==> config.mk <==
export PLATFORM = sky130hd
export DESIGN_NAME = alu_share_arbiter_flat
export DESIGN_NICKNAME = d
export VERILOG_FILES = /design/src/rtl/alu_share_arbiter_if.sv /design/src/rtl/alu_share_arbiter.sv /design/src/flat_wrapper.sv
export SDC_FILE = /design/constraint.sdc
export NUM_CORES = 1
export LEC_CHECK = 0
export BUFFER_PORTS_ARGS = -buffer_cell sky130_fd_sc_hd__buf_2
export CORE_MARGIN = 3
export CORE_UTILIZATION = 25
export DETAILED_ROUTE_END_ITERATION = 12
export GPL_TIMING_DRIVEN = 0
export HOLD_SLACK_MARGIN = 0.12
export SLEW_MARGIN = 20
export SYNTH_ARGS = -nofsm -noshare
export SYNTH_HDL_FRONTEND = slang
export SYNTH_SLANG_ARGS = --single-unit
==> constraint.sdc <==
create_clock -name clk -period 1.7 [get_ports clk]
set_input_delay 0.085 -clock clk [delete_from_list [all_inputs] [get_ports clk]]
set_output_delay 0.085 -clock clk [all_outputs]
set_load 0.005 [all_outputs]
==> src/rtl/alu_share_arbiter_if.sv <==
// rtl/alu_share_arbiter_if.sv - request/response/ALU bus bundle for alu_share_arbiter
interface alu_share_arbiter_if #(
  parameter int WIDTH = 8,
  parameter int OP_W  = 3
);
  logic             req0_valid;
  logic             req0_ready;
  logic [OP_W-1:0]  req0_op;
  logic [WIDTH-1:0] req0_a;
  logic [WIDTH-1:0] req0_b;

  logic             req1_valid;
  logic             req1_ready;
  logic [OP_W-1:0]  req1_op;
  logic [WIDTH-1:0] req1_a;
  logic [WIDTH-1:0] req1_b;

  logic             rsp_valid;
  logic             rsp_id;
  logic [WIDTH-1:0] rsp_data;
  logic             rsp_ready;

  logic [OP_W-1:0]  alu_op;
  logic [WIDTH-1:0] alu_a;
  logic [WIDTH-1:0] alu_b;
  logic [WIDTH-1:0] alu_y;

  logic             busy;

  modport slave (
    input  req0_valid, req0_op, req0_a, req0_b,
    input  req1_valid, req1_op, req1_a, req1_b,
    input  rsp_ready, alu_y,
    output req0_ready, req1_ready,
    output rsp_valid, rsp_id, rsp_data,
    output alu_op, alu_a, alu_b,
    output busy
  );

  modport master (
    output req0_valid, req0_op, req0_a, req0_b,
    output req1_valid, req1_op, req1_a, req1_b,
    output rsp_ready, alu_y,
    input  req0_ready, req1_ready,
    input  rsp_valid, rsp_id, rsp_data,
    input  alu_op, alu_a, alu_b,
    input  busy
  );
endinterface

==> src/rtl/alu_share_arbiter.sv <==
// rtl/alu_share_arbiter.sv - round-robin sharing of one combinational ALU between two requesters
module alu_share_arbiter #(
  parameter int WIDTH = 8,
  parameter int OP_W  = 3
) (
  input  logic               clk,
  input  logic               rst_n,
  alu_share_arbiter_if.slave bus
);

  typedef enum logic [1:0] {
    ST_IDLE = 2'd0,
    ST_EXEC = 2'd1,
    ST_RESP = 2'd2
  } state_t;

  state_t           r_state;
  logic             r_prio;
  logic [OP_W-1:0]  r_op;
  logic [WIDTH-1:0] r_a;
  logic [WIDTH-1:0] r_b;
  logic [WIDTH-1:0] r_data;
  logic             r_id;
  logic             r_rsp_valid;
  logic             r_busy;

  logic             w_idle;
  logic             w_grant1;
  logic             w_rdy0;
  logic             w_rdy1;
  logic             w_accept;

  // Grant selection: a lone requester always wins, a tie goes to the priority holder
  always_comb begin
    w_idle   = (r_state == ST_IDLE);
    w_grant1 = bus.req1_valid & (~bus.req0_valid | r_prio);
    w_rdy0   = w_idle & bus.req0_valid & ~w_grant1;
    w_rdy1   = w_idle & bus.req1_valid &  w_grant1;
    w_accept = w_rdy0 | w_rdy1;
  end

  assign bus.req0_ready = w_rdy0;
  assign bus.req1_ready = w_rdy1;
  assign bus.rsp_valid  = r_rsp_valid;
  assign bus.rsp_id     = r_id;
  assign bus.rsp_data   = r_data;
  assign bus.alu_op     = r_op;
  assign bus.alu_a      = r_a;
  assign bus.alu_b      = r_b;
  assign bus.busy       = r_busy;

  // Transaction FSM; operand regs double as the ALU drive and are cleared on return to IDLE
  always_ff @(posedge clk or negedge rst_n) begin
    if (!rst_n) begin
      r_state     <= ST_IDLE;
      r_prio      <= 1'b0;
      r_op        <= '0;
      r_a         <= '0;
      r_b         <= '0;
      r_data      <= '0;
      r_id        <= 1'b0;
      r_rsp_valid <= 1'b0;
      r_busy      <= 1'b0;
    end else begin
      case (r_state)
        ST_IDLE: begin
          if (w_accept) begin
            r_op    <= w_grant1 ? bus.req1_op : bus.req0_op;
            r_a     <= w_grant1 ? bus.req1_a  : bus.req0_a;
            r_b     <= w_grant1 ? bus.req1_b  : bus.req0_b;
            r_id    <= w_grant1;
            r_busy  <= 1'b1;
            r_state <= ST_EXEC;
          end
        end
        ST_EXEC: begin
          r_data      <= bus.alu_y;
          r_rsp_valid <= 1'b1;
          r_state     <= ST_RESP;
        end
        ST_RESP: begin
          if (bus.rsp_ready) begin
            r_prio      <= ~r_id;
            r_rsp_valid <= 1'b0;
            r_busy      <= 1'b0;
            r_op        <= '0;
            r_a         <= '0;
            r_b         <= '0;
            r_state     <= ST_IDLE;
          end
        end
        default: begin
          r_state <= ST_IDLE;
        end
      endcase
    end
  end

endmodule
==> src/flat_wrapper.sv <==
// flat-port wrapper written by rule: the top's interface ports become plain ports
module alu_share_arbiter_flat 
#(
  parameter int WIDTH = 8,
  parameter int OP_W  = 3
)
  (clk, rst_n, bus_req0_valid, bus_req0_op, bus_req0_a, bus_req0_b, bus_req1_valid, bus_req1_op, bus_req1_a, bus_req1_b, bus_rsp_ready, bus_alu_y, bus_req0_ready, bus_req1_ready, bus_rsp_valid, bus_rsp_id, bus_rsp_data, bus_alu_op, bus_alu_a, bus_alu_b, bus_busy);
  alu_share_arbiter_if #(.WIDTH(WIDTH), .OP_W(OP_W)) bus_i ();
  input  logic clk;
  input  logic rst_n;
  input wire logic [$bits(bus_i.req0_valid)-1:0] bus_req0_valid;
  input wire logic [$bits(bus_i.req0_op)-1:0] bus_req0_op;
  input wire logic [$bits(bus_i.req0_a)-1:0] bus_req0_a;
  input wire logic [$bits(bus_i.req0_b)-1:0] bus_req0_b;
  input wire logic [$bits(bus_i.req1_valid)-1:0] bus_req1_valid;
  input wire logic [$bits(bus_i.req1_op)-1:0] bus_req1_op;
  input wire logic [$bits(bus_i.req1_a)-1:0] bus_req1_a;
  input wire logic [$bits(bus_i.req1_b)-1:0] bus_req1_b;
  input wire logic [$bits(bus_i.rsp_ready)-1:0] bus_rsp_ready;
  input wire logic [$bits(bus_i.alu_y)-1:0] bus_alu_y;
  output wire logic [$bits(bus_i.req0_ready)-1:0] bus_req0_ready;
  output wire logic [$bits(bus_i.req1_ready)-1:0] bus_req1_ready;
  output wire logic [$bits(bus_i.rsp_valid)-1:0] bus_rsp_valid;
  output wire logic [$bits(bus_i.rsp_id)-1:0] bus_rsp_id;
  output wire logic [$bits(bus_i.rsp_data)-1:0] bus_rsp_data;
  output wire logic [$bits(bus_i.alu_op)-1:0] bus_alu_op;
  output wire logic [$bits(bus_i.alu_a)-1:0] bus_alu_a;
  output wire logic [$bits(bus_i.alu_b)-1:0] bus_alu_b;
  output wire logic [$bits(bus_i.busy)-1:0] bus_busy;
  assign bus_i.req0_valid = bus_req0_valid;
  assign bus_i.req0_op = bus_req0_op;
  assign bus_i.req0_a = bus_req0_a;
  assign bus_i.req0_b = bus_req0_b;
  assign bus_i.req1_valid = bus_req1_valid;
  assign bus_i.req1_op = bus_req1_op;
  assign bus_i.req1_a = bus_req1_a;
  assign bus_i.req1_b = bus_req1_b;
  assign bus_i.rsp_ready = bus_rsp_ready;
  assign bus_i.alu_y = bus_alu_y;
  assign bus_req0_ready = bus_i.req0_ready;
  assign bus_req1_ready = bus_i.req1_ready;
  assign bus_rsp_valid = bus_i.rsp_valid;
  assign bus_rsp_id = bus_i.rsp_id;
  assign bus_rsp_data = bus_i.rsp_data;
  assign bus_alu_op = bus_i.alu_op;
  assign bus_alu_a = bus_i.alu_a;
  assign bus_alu_b = bus_i.alu_b;
  assign bus_busy = bus_i.busy;
  alu_share_arbiter #(.WIDTH(WIDTH), .OP_W(OP_W)) u_core (.clk(clk), .rst_n(rst_n), .bus(bus_i));
endmodule
==> flow_summary.json, run 1 <==
{
  "synth_compound_area_share_pct": 18.41,
  "yosys_warnings": 0,
  "power_switching_w": 0.001208,
  "placed_cell_area_um2": 2009,
  "hold_class": "primary input to flip-flop",
  "first_iter_violations": 18,
  "synth_area_per_cell_um2": 13.84,
  "end_kind": "output pin",
  "postCtsSetupBuffers": 0,
  "vias": 1354,
  "cts.sinks": 33,
  "path_class": "flip-flop to output pin",
  "ys_seq_elements": 33,
  "dieArea_um2": 7004,
  "synth_xor_area_share_pct": 0,
  "final_cell_mix": "86 x buf_2, 47 x dlygate4sd3_1, 33 x dfrtp_1",
  "cts_max_path_buffers": 2,
  "worst-path-max-fanout": 10,
  "n_antenna_cell": 0,
  "synth-seq-area-share_pct": 54.73,
  "multi_input_area_um2": 621.8,
  "muxShareOfSynthArea_pct": 18.57,
  "ir_drop_v": 0.0005915,
  "grt_first_pass_wirelength_um": 7113,
  "worst_slack_ns": 0.2337,
  "slew_violations": 0,
  "power.density_nw_per_um2": 1381,
  "drcViolationCount": 0,
  "initial_core_util_pct": 26.59,
  "grt_setup_unrepaired": "no",
  "grt_max_degree": 34,
  "wl_per_cell_um": 13.60,
  "synth_top_family_by_area": "multiplexers",
  "ys_async_sr_fraction_pct": 100.0,
  "final_core_util_pct": 45.00,
  "dp_slack_ns": 0.4123,
  "portBuffers": 82,
  "critPathLaunchType": "flip-flop",
  "finalSetupTns_ns": 0,
  "post-dp-hpwl_um": 2736,
  "core-area_um2": 5675,
  "overflow": 0,
  "cts.repair.resized": 0,
  "cp.required_ns": 1.62,
  "placementRows": 27,
  "die_h_um": 83.69,
  "clock_latency_ns": 0.28,
  "post-route-period-util_pct": 86.25,
  "internal-power_w": 0.002320,
  "hold_buffers": 47,
  "yosys_most_used_dff": "dfrtp_1",
  "fp.dieW_um": 83.69,
  "seqPwrFrac_pct": 40.0,
  "antenna_left": 0,
  "regArea_um2": 825.8,
  "vias_per_cell": 4.285,
  "io_pins": 83,
  "wl_um": 4297,
  "fillers": 519,
  "clock-root-buffer": "clkbuf_8",
  "final_nets": 296,
  "antenna_found_initial": 0,
  "syn-num-nets": 160,
  "p_leak_nw": 1.290,
  "cap_violations": 0,
  "synthAdderAreaFrac_pct": 0,
  "whs_ns": 0.1466,
  "syn_to_final_growth_pct": 69.24,
  "timing.slew.headroom_pct": 50.22,
  "cts-htree-levels": 2,
  "critPathArrivalTime_ns": 1.38,
  "synth_edf_count": 0,
  "grt_pass1_vias": 1470,
  "dr.pass1.iters": 4,
  "grt_usage_pct": 12.88,
  "clkPwrFrac_pct": 15.0,
  "skew_ns": 0.004788,
  "crit_path_top_delay_cell": "dfrtp_1",
  "place.gp.congestion": 0.7513,
  "netSwitchingFraction_pct": 34.24,
  "finalSetupViolCount": 0,
  "synth_area_um2": 1509,
  "syn_inst": 109,
  "max_freq_mhz": 682.0,
  "drive_above_1_share_pct": 47.54,
  "status": "completed",
  "cts_tree": "yes",
  "synthSimpleGateAreaFrac_pct": 4.229,
  "slowest_delay_ns": 0.39,
  "layout_min_cycle_time_ns": 1.466,
  "final_area_um2": 2554,
  "clk_pin_slew_worst_paths_ns": 0.06,
  "synth_area_leaders": "dfrtp_1 55%, mux2i_1 13%, o2bb2ai_2 10%",
  "yosys.area.top_type_share_pct": 54.73,
  "p_comb_share_pct": 45.0,
  "final_common_cell": "buf_2",
  "synthDistinctLibCells": 23,
  "worst_pin_slew_ns": 0.7468,
  "finalHoldViolCount": 0,
  "numCtsBuffers": 5,
  "synth_largest_area_cell": "dfrtp_1",
  "path_cells": "o21ai_2 -> buf_6 -> nor2b_1 -> buf_2"
}
path summary, 6_finish.rpt:
path	start	endpoint	slack, ns	cells past startpoint
worst max-delay path	u_core.r_prio	bus_req0_ready	0.23	4
worst min-delay path	bus_rsp_ready	u_core.r_prio	0.15	3
worst max register to register	u_core.r_state[0]	u_core.bus.rsp_data[1]	0.41	3
worst min register to register	u_core.bus.busy	u_core.bus.busy	0.47	1
max in group asynchronous	rst_n	u_core.bus.alu_b[3]	0.82	2
min in group asynchronous	rst_n	u_core.bus.alu_b[7]	0.41	2
critical path: cells and delay by family, from the launching register on:
kind | cells | cell delay, ns
AOI/OAI and AO/OA | 1 | 0.20
buffers and inverters | 2 | 0.35
DFF | 1 | 0.39
and+or+nand+nor | 1 | 0.17
synth_stat cells, types with 2 or more instances:
cell type / n
inv_1: 2
o2bb2ai_1: 9
mux2_2: 8
a21o_1: 2
a21oi_1: 2
nand2_1: 3
mux2i_1: 19
buf_6: 2
dfrtp_1: 33
nor2b_1: 2
buf_2: 4
o2bb2ai_2: 10
nor2_1: 2
o21ai_1: 2
stage by stage:
stage | cells | total power [W]
after floorplan | 109 | 0.002326
after global placement | 263 | 0.002931
after detailed placement | 263 | 0.002962
after CTS | 316 | 0.003595
after global routing | 316 | 0.003821
final | 316 | 0.003528
power groups by stage:
| stage | Combinational (W) | Sequential [W] | Clock [W] |
|---|---|---|---|
| 6_report | 0.00159 | 0.00141 | 0.000528 |
| 5_1_grt | 0.00175 | 0.00147 | 0.000603 |
| 4_1_cts | 0.00162 | 0.00141 | 0.000561 |
| 3_5_place_dp | 0.00154 | 0.00142 | 0 |
| 3_3_place_gp | 0.00151 | 0.00142 | 0 |
| 2_1_floorplan | 0.000875 | 0.00145 | 0 |
cells by family (layout without fill, tap and decap cells):
logic type,count (synthesis),count (layout)
flops,33,33
buf+inv,10,145
compound gates,27,27
mux,27,27
simple gates,12,12
layout make-up:
type	count	share of cell area [%]
repair buffers	129	34.49
flip-flops and latches	33	32.34
multi-input cells	66	24.35
well taps	72	3.528
clock buffers	5	2.695
plain buffers	7	1.960
inverters	3	0.4410
clock inverters	1	0.1960
metal layers:
layer	routed length, um	GRT usage [%]
met5	0	0
met4	61	4.678
met3	249	3.653
met2	2168	22.85
met1	1818	14.62
state kept, by name, summed over array words and instances (netlist names):
signal,count
u_core.r_prio,1
u_core.bus.rsp_id,1
u_core.r_state,2
u_core.bus.alu_b,8
u_core.bus.busy,1
u_core.bus.alu_op,3
u_core.bus.alu_a,8
u_core.bus.rsp_data,8
u_core.bus.rsp_valid,1
(Power assumes the default switching activity.)
==> inputs of run 2 (changes only) <==
--- a/config.mk
+++ b/config.mk
@@ -8,9 +8,11 @@
 export BUFFER_PORTS_ARGS = -buffer_cell sky130_fd_sc_hd__buf_2
 export CORE_MARGIN = 3
 export CORE_UTILIZATION = 25
+export CTS_CLUSTER_SIZE = 12
 export DETAILED_ROUTE_END_ITERATION = 12
 export GPL_TIMING_DRIVEN = 0
 export HOLD_SLACK_MARGIN = 0.12
+export PLACE_DENSITY = 0.53
 export SLEW_MARGIN = 20
 export SYNTH_ARGS = -nofsm -noshare
 export SYNTH_HDL_FRONTEND = slang
==> run 2 against run 1 <==
Net effect: clock skew is 0.0024 ns lower; sequential power about the same; wire length increased by 4.7%; global-route usage is 0.81 points higher; critical endpoint unchanged; largest power group unchanged.
==> flow_summary.json, run 2 (same netlist as run 1, synthesis figures left out) <==
{
  "status": "completed",
  "crit_path_start": "u_core.r_prio",
  "power.total_w": 0.003594,
  "clk_pin_slew_worst_paths_ns": 0.06,
  "cts.repair.resized": 0,
  "vias": 1375,
  "regArea_um2": 825.8,
  "cts.sinks": 33,
  "final_cell_mix": "86 x buf_2, 48 x dlygate4sd3_1, 33 x dfrtp_1",
  "slew_violations": 0,
  "io_pins": 83,
  "timing.slew.headroom_pct": 51.23,
  "grt_max_degree": 34,
  "grt_first_pass_wirelength_um": 7652,
  "placementRows": 27,
  "antenna_left": 0,
  "drive_above_1_share_pct": 47.15,
  "finalSetupViolCount": 0,
  "wl_per_cell_um": 14.15,
  "initial_core_util_pct": 26.59,
  "finalSetupTns_ns": 0,
  "layout_min_cycle_time_ns": 1.414,
  "grt_pass1_vias": 1511,
  "critPathLaunchType": "flip-flop",
  "dieArea_um2": 7004,
  "wl_met3_um": 328,
  "final_common_cell": "buf_2",
  "grt_setup_unrepaired": "no",
  "max_freq_mhz": 707.4,
  "post-dp-hpwl_um": 2768,
  "portBuffers": 82,
  "path_class": "flip-flop to output pin",
  "grt_usage_pct": 13.69,
  "cts-htree-levels": 2,
  "drcViolationCount": 0,
  "post-route-period-util_pct": 83.16,
  "overflow": 0,
  "cap_violations": 0,
  "wl_um": 4500,
  "clock-root-buffer": "clkbuf_8",
  "syn_to_final_growth_pct": 70.73,
  "skew_ns": 0.002346,
  "die_h_um": 83.69,
  "fp.dieW_um": 83.69,
  "worstRegToRegCells": 3,
  "fillers": 556,
  "final_nets": 297,
  "first_iter_violations": 43,
  "r2r_start": "u_core.r_state[0]",
  "multi_input_area_um2": 621.8,
  "whs_ns": 0.1588,
  "r2r_end": "u_core.bus.rsp_data[6]",
  "cts_tree": "yes",
  "n_antenna_cell": 0,
  "numCtsBuffers": 5,
  "vias_per_cell": 4.324,
  "cts_max_path_buffers": 2,
  "end_kind": "output pin",
  "hold_class": "primary input to flip-flop",
  "top_layer": "met4",
  "antenna_found_initial": 0,
  "core-area_um2": 5675,
  "dp_cells": 263,
  "dr_wl_met2_um": 2217,
  "worst-path-max-fanout": 10,
  "worst_pin_slew_ns": 0.7316,
  "cp.required_ns": 1.62,
  "cp-endpoint": "bus_req0_ready",
  "place.gp.congestion": 0.7491,
  "final_cells": 318,
  "power.density_nw_per_um2": 1395,
  "wl_met1_um": 1879,
  "rrSetupSlack_ns": 0.38,
  "finalHoldViolCount": 0,
  "clock_latency_ns": 0.27,
  "dr.pass1.iters": 4,
  "critPathArrivalTime_ns": 1.33,
  "ir_drop_v": 0.0005721,
  "p_leak_nw": 1.298
}
[run 2: cell types whose count changed in the layout (fill, tap and decap cells not counted), sizes merged]
cell,delta
dlygate4sd3,+1
clkinv,-1
clkbuf,+2
[run 2: metal layers]
metal,GRT usage (%),up-vias
met5,0,-
met4,4.532,0
met3,4.640,6
met2,24.44,57
met1,15.12,640
li1,-,672
[run 2: report_power, final]
part / leakage, nW / switching (W) / total, W / internal, W
sequential: 0.402 / 0.000244 / 0.00142 / 0.00118
clock: 0.0443 / 0.000259 / 0.000580 / 0.000321
combinational: 0.852 / 0.000718 / 0.00159 / 0.000877
total: 1.30 / 0.00122 / 0.00359 / 0.00237
[run 2: worst min path at each step]
stage / slack [ns] / to / from / cells past startpoint
3_5_place_dp: 0.19 / u_core.bus.alu_b[7] / rst_n / 1
6_report: 0.16 / u_core.bus.rsp_id / bus_req0_valid / 3
2_1_floorplan: -0.21 / u_core.bus.alu_a[0] / rst_n / 0
5_1_grt: 0.18 / u_core.bus.rsp_id / bus_req0_valid / 3
3_3_place_gp: 0.20 / u_core.bus.alu_b[7] / rst_n / 1
4_1_cts: 0.15 / u_core.bus.rsp_id / bus_req0_valid / 3
[run 2: critical path, stage by stage (launching register included)]
cell and delay (ns):
dfrtp_1 0.39, o21ai_2 0.20, buf_6 0.21, nor2b_1 0.14, buf_2 0.12
[run 2: layout make-up]
type | count | area share (%)
Tap cell | 72 | 3.497
Multi-Input combinational cell | 66 | 24.14
Inverter | 3 | 0.4371
Timing Repair Buffer | 130 | 34.58
Buffer | 7 | 1.943
Clock buffer | 7 | 3.351
Sequential cell | 33 | 32.05
[run 2: what timing repair did]
action                                 CTS  global route
endpoints found under the hold margin   61             0
hold buffers                            48             0
buffers inserted                         0             0
[run 2: per-stage QoR]
step,util [%],area (um^2),worst slack (ns)
after floorplan,-,1509,0.5312
after global placement,35.41,2009,0.3975
after detailed placement,35.41,2009,0.3972
after CTS,45.39,2576,0.2591
after global routing,45.39,2576,0.1578
final,45.39,2576,0.2863
==> inputs of run 3 (changes only) <==
--- a/config.mk
+++ b/config.mk
@@ -12,7 +12,7 @@
 export DETAILED_ROUTE_END_ITERATION = 12
 export GPL_TIMING_DRIVEN = 0
 export HOLD_SLACK_MARGIN = 0.12
-export PLACE_DENSITY = 0.53
+export PLACE_DENSITY = 0.55
 export SLEW_MARGIN = 20
 export SYNTH_ARGS = -nofsm -noshare
 export SYNTH_HDL_FRONTEND = slang
==> constraint.sdc (replaced) <==
create_clock -name clk -period 1.28 [get_ports clk]
set_input_delay 0.064 -clock clk [delete_from_list [all_inputs] [get_ports clk]]
set_output_delay 0.064 -clock clk [all_outputs]
set_load 0.005 [all_outputs]
==> run 3 against run 2 <==
Net effect: the flow now finishes with violations (negative setup slack); utilization grew 1.2 points; first-iteration DRC count decreased by 14%; clock skew rose by 0.00093 ns; setup slack worse by 0.32 ns; non-clock buffer count grew 1; die area stayed put; critical path depth unchanged; cell count increased by 0.31%; critical endpoint unchanged; largest cell class unchanged.
==> flow_summary.json, run 3 (same netlist as run 1, synthesis figures left out) <==
{
  "status": "finished with violations",
  "violations": "negative setup slack",
  "final_common_cell": "buf_2",
  "worstRegToRegCells": 5,
  "cts-htree-levels": 2,
  "slew_violations": 0,
  "first_iter_violations": 37,
  "placementRows": 27,
  "clk_pin_slew_worst_paths_ns": 0.06,
  "syn_to_final_growth_pct": 75.29,
  "clock-root-buffer": "clkbuf_8",
  "hold_class": "primary input to flip-flop",
  "final_cell_mix": "84 x buf_2, 48 x dlygate4sd3_1, 31 x dfrtp_1",
  "cts.sinks": 33,
  "cap_violations": 0,
  "placed_cell_area_um2": 2009,
  "fp.dieW_um": 83.69,
  "dr.pass1.iters": 4,
  "path_class": "flip-flop to output pin",
  "crit_path_top_delay_cell": "dfrtp_1",
  "portBuffers": 82,
  "antenna_found_initial": 0,
  "path_cells": "o21ai_2 -> buf_6 -> nor2b_4 -> buf_2",
  "critPathLaunchType": "flip-flop",
  "dieArea_um2": 7004,
  "post-route-period-util_pct": 102.4,
  "p_leak_nw": 1.305,
  "cts_tree": "yes",
  "layout_min_cycle_time_ns": 1.311,
  "power.density_nw_per_um2": 1842,
  "p_comb_share_pct": 45.5,
  "clock_latency_ns": 0.28,
  "worst-path-max-fanout": 3,
  "min_from": "bus_req0_valid",
  "worst_pin_slew_ns": 0.7551,
  "max_freq_mhz": 763.0,
  "hold_end": "u_core.bus.rsp_id",
  "io_pins": 83,
  "drive_above_1_share_pct": 50.61,
  "worst_slack_ns": -0.03057,
  "dp_cells": 263,
  "final_area_um2": 2645,
  "timing.slew.headroom_pct": 49.66,
  "r2r_start": "u_core.r_prio",
  "r2r_end": "u_core.bus.alu_a[4]",
  "cts_max_path_buffers": 2,
  "power_switching_w": 0.001633,
  "end_kind": "output pin",
  "critPathArrivalTime_ns": 1.25,
  "grt_setup_unrepaired": "yes",
  "slowest_delay_ns": 0.39,
  "drcViolationCount": 0,
  "ir_drop_v": 0.0007089,
  "finalHoldViolCount": 0,
  "overflow": 0,
  "rrSetupSlack_ns": -0.01,
  "grt_usage_pct": 13.20,
  "die_h_um": 83.69,
  "post-dp-hpwl_um": 2766,
  "core-area_um2": 5675,
  "vias_per_cell": 4.282,
  "finalSetupViolCount": 2,
  "initial_core_util_pct": 26.59,
  "seqPwrFrac_pct": 38.7,
  "place.gp.congestion": 0.6772,
  "grt_first_pass_wirelength_um": 7417,
  "netSwitchingFraction_pct": 33.50,
  "final_cells": 319,
  "wl_per_cell_um": 13.86,
  "n_antenna_cell": 0,
  "vias": 1366,
  "hold_depth": 3,
  "wl_um": 4421,
  "grt_max_degree": 34,
  "internal-power_w": 0.003240,
  "clkPwrFrac_pct": 15.8,
  "grt_pass1_vias": 1511,
  "antenna_left": 0,
  "final_nets": 298,
  "numCtsBuffers": 5,
  "cp.required_ns": 1.22,
  "skew_ns": 0.003281
}
==> run 3: changes by cell type in the layout (fill, tap and decap cells not counted), sizes merged <==
cell and change:
clkbuf +1
==> run 3: area by class of cell <==
| class | instances | area, um^2 |
|---|---|---|
| fill | 519 | 3030 |
| timing repair buffer | 131 | 910.9 |
| sequential | 33 | 828.3 |
| multi-input combinational | 66 | 659.4 |
| tap | 72 | 90.09 |
| clock buffer | 7 | 86.33 |
| buffer | 7 | 58.81 |
| inverter | 3 | 11.26 |
==> run 3: what timing repair did <==
item | 4_1_cts | 5_1_grt
resized for setup | 1 | 12
setup buffers | 1 | 0
cloned | 0 | 0
endpoints found under the setup margin | 9 | 28
pin swaps | 0 | 1
hold buffers | 48 | 0
endpoints found under the hold margin | 61 | 0
==> run 3: worst max path at each step <==
stage / startpoint / endpoint / slack (ns) / cells past startpoint
after global placement: u_core.r_state[1] / u_core.bus.rsp_data[5] / -0.02 / 3
after detailed placement: u_core.r_state[1] / u_core.bus.rsp_data[3] / -0.03 / 3
after floorplan: u_core.r_state[1] / u_core.bus.rsp_data[0] / 0.11 / 3
after CTS: u_core.r_prio / bus_req0_ready / -0.04 / 4
after global routing: u_core.r_prio / bus_req0_ready / -0.09 / 4
final: u_core.r_prio / bus_req0_ready / -0.03 / 4
==> run 3: critical path: cells and delay by family (launching register included) <==
family / cells / cell delay, ns
flip-flops: 1 / 0.39
buffers and inverters: 2 / 0.25
AO/OA/AOI/OAI: 1 / 0.21
AND/OR/NAND/NOR: 1 / 0.12
==> run 3: per-stage QoR <==
stage	util (%)	TNS [ns]	hold slack (ns)	setup slack, ns	total power (W)
3_5_place_dp	35.41	-0.2095	0.1879	-0.03131	0.003915
5_1_grt	46.60	-0.8137	0.2095	-0.09390	0.005273
6_report	46.60	-0.04227	0.2029	-0.03057	0.004873
2_1_floorplan	-	0	-0.2316	0.1112	0.003089
3_3_place_gp	35.41	-0.1273	0.1742	-0.01811	0.003898
4_1_cts	45.79	-0.03746	0.1288	-0.03746	0.004872
==> run 3: metal layers <==
layer	vias up	global-route usage, %	wire length, um
met1	623	14.96	1816
met4	0	5.848	108
met3	9	3.356	303
met5	-	0	0
li1	676	-	-
met2	58	23.21	2192
==> run 3: power groups by stage <==
stage	clock [W]	combinational, W	sequential [W]
4_1_cts	0.000823	0.00218	0.00187
5_1_grt	0.000871	0.00244	0.00196
6_report	0.000770	0.00222	0.00189
2_1_floorplan	0	0.00116	0.00193
3_3_place_gp	0	0.00202	0.00188
3_5_place_dp	0	0.00202	0.00189
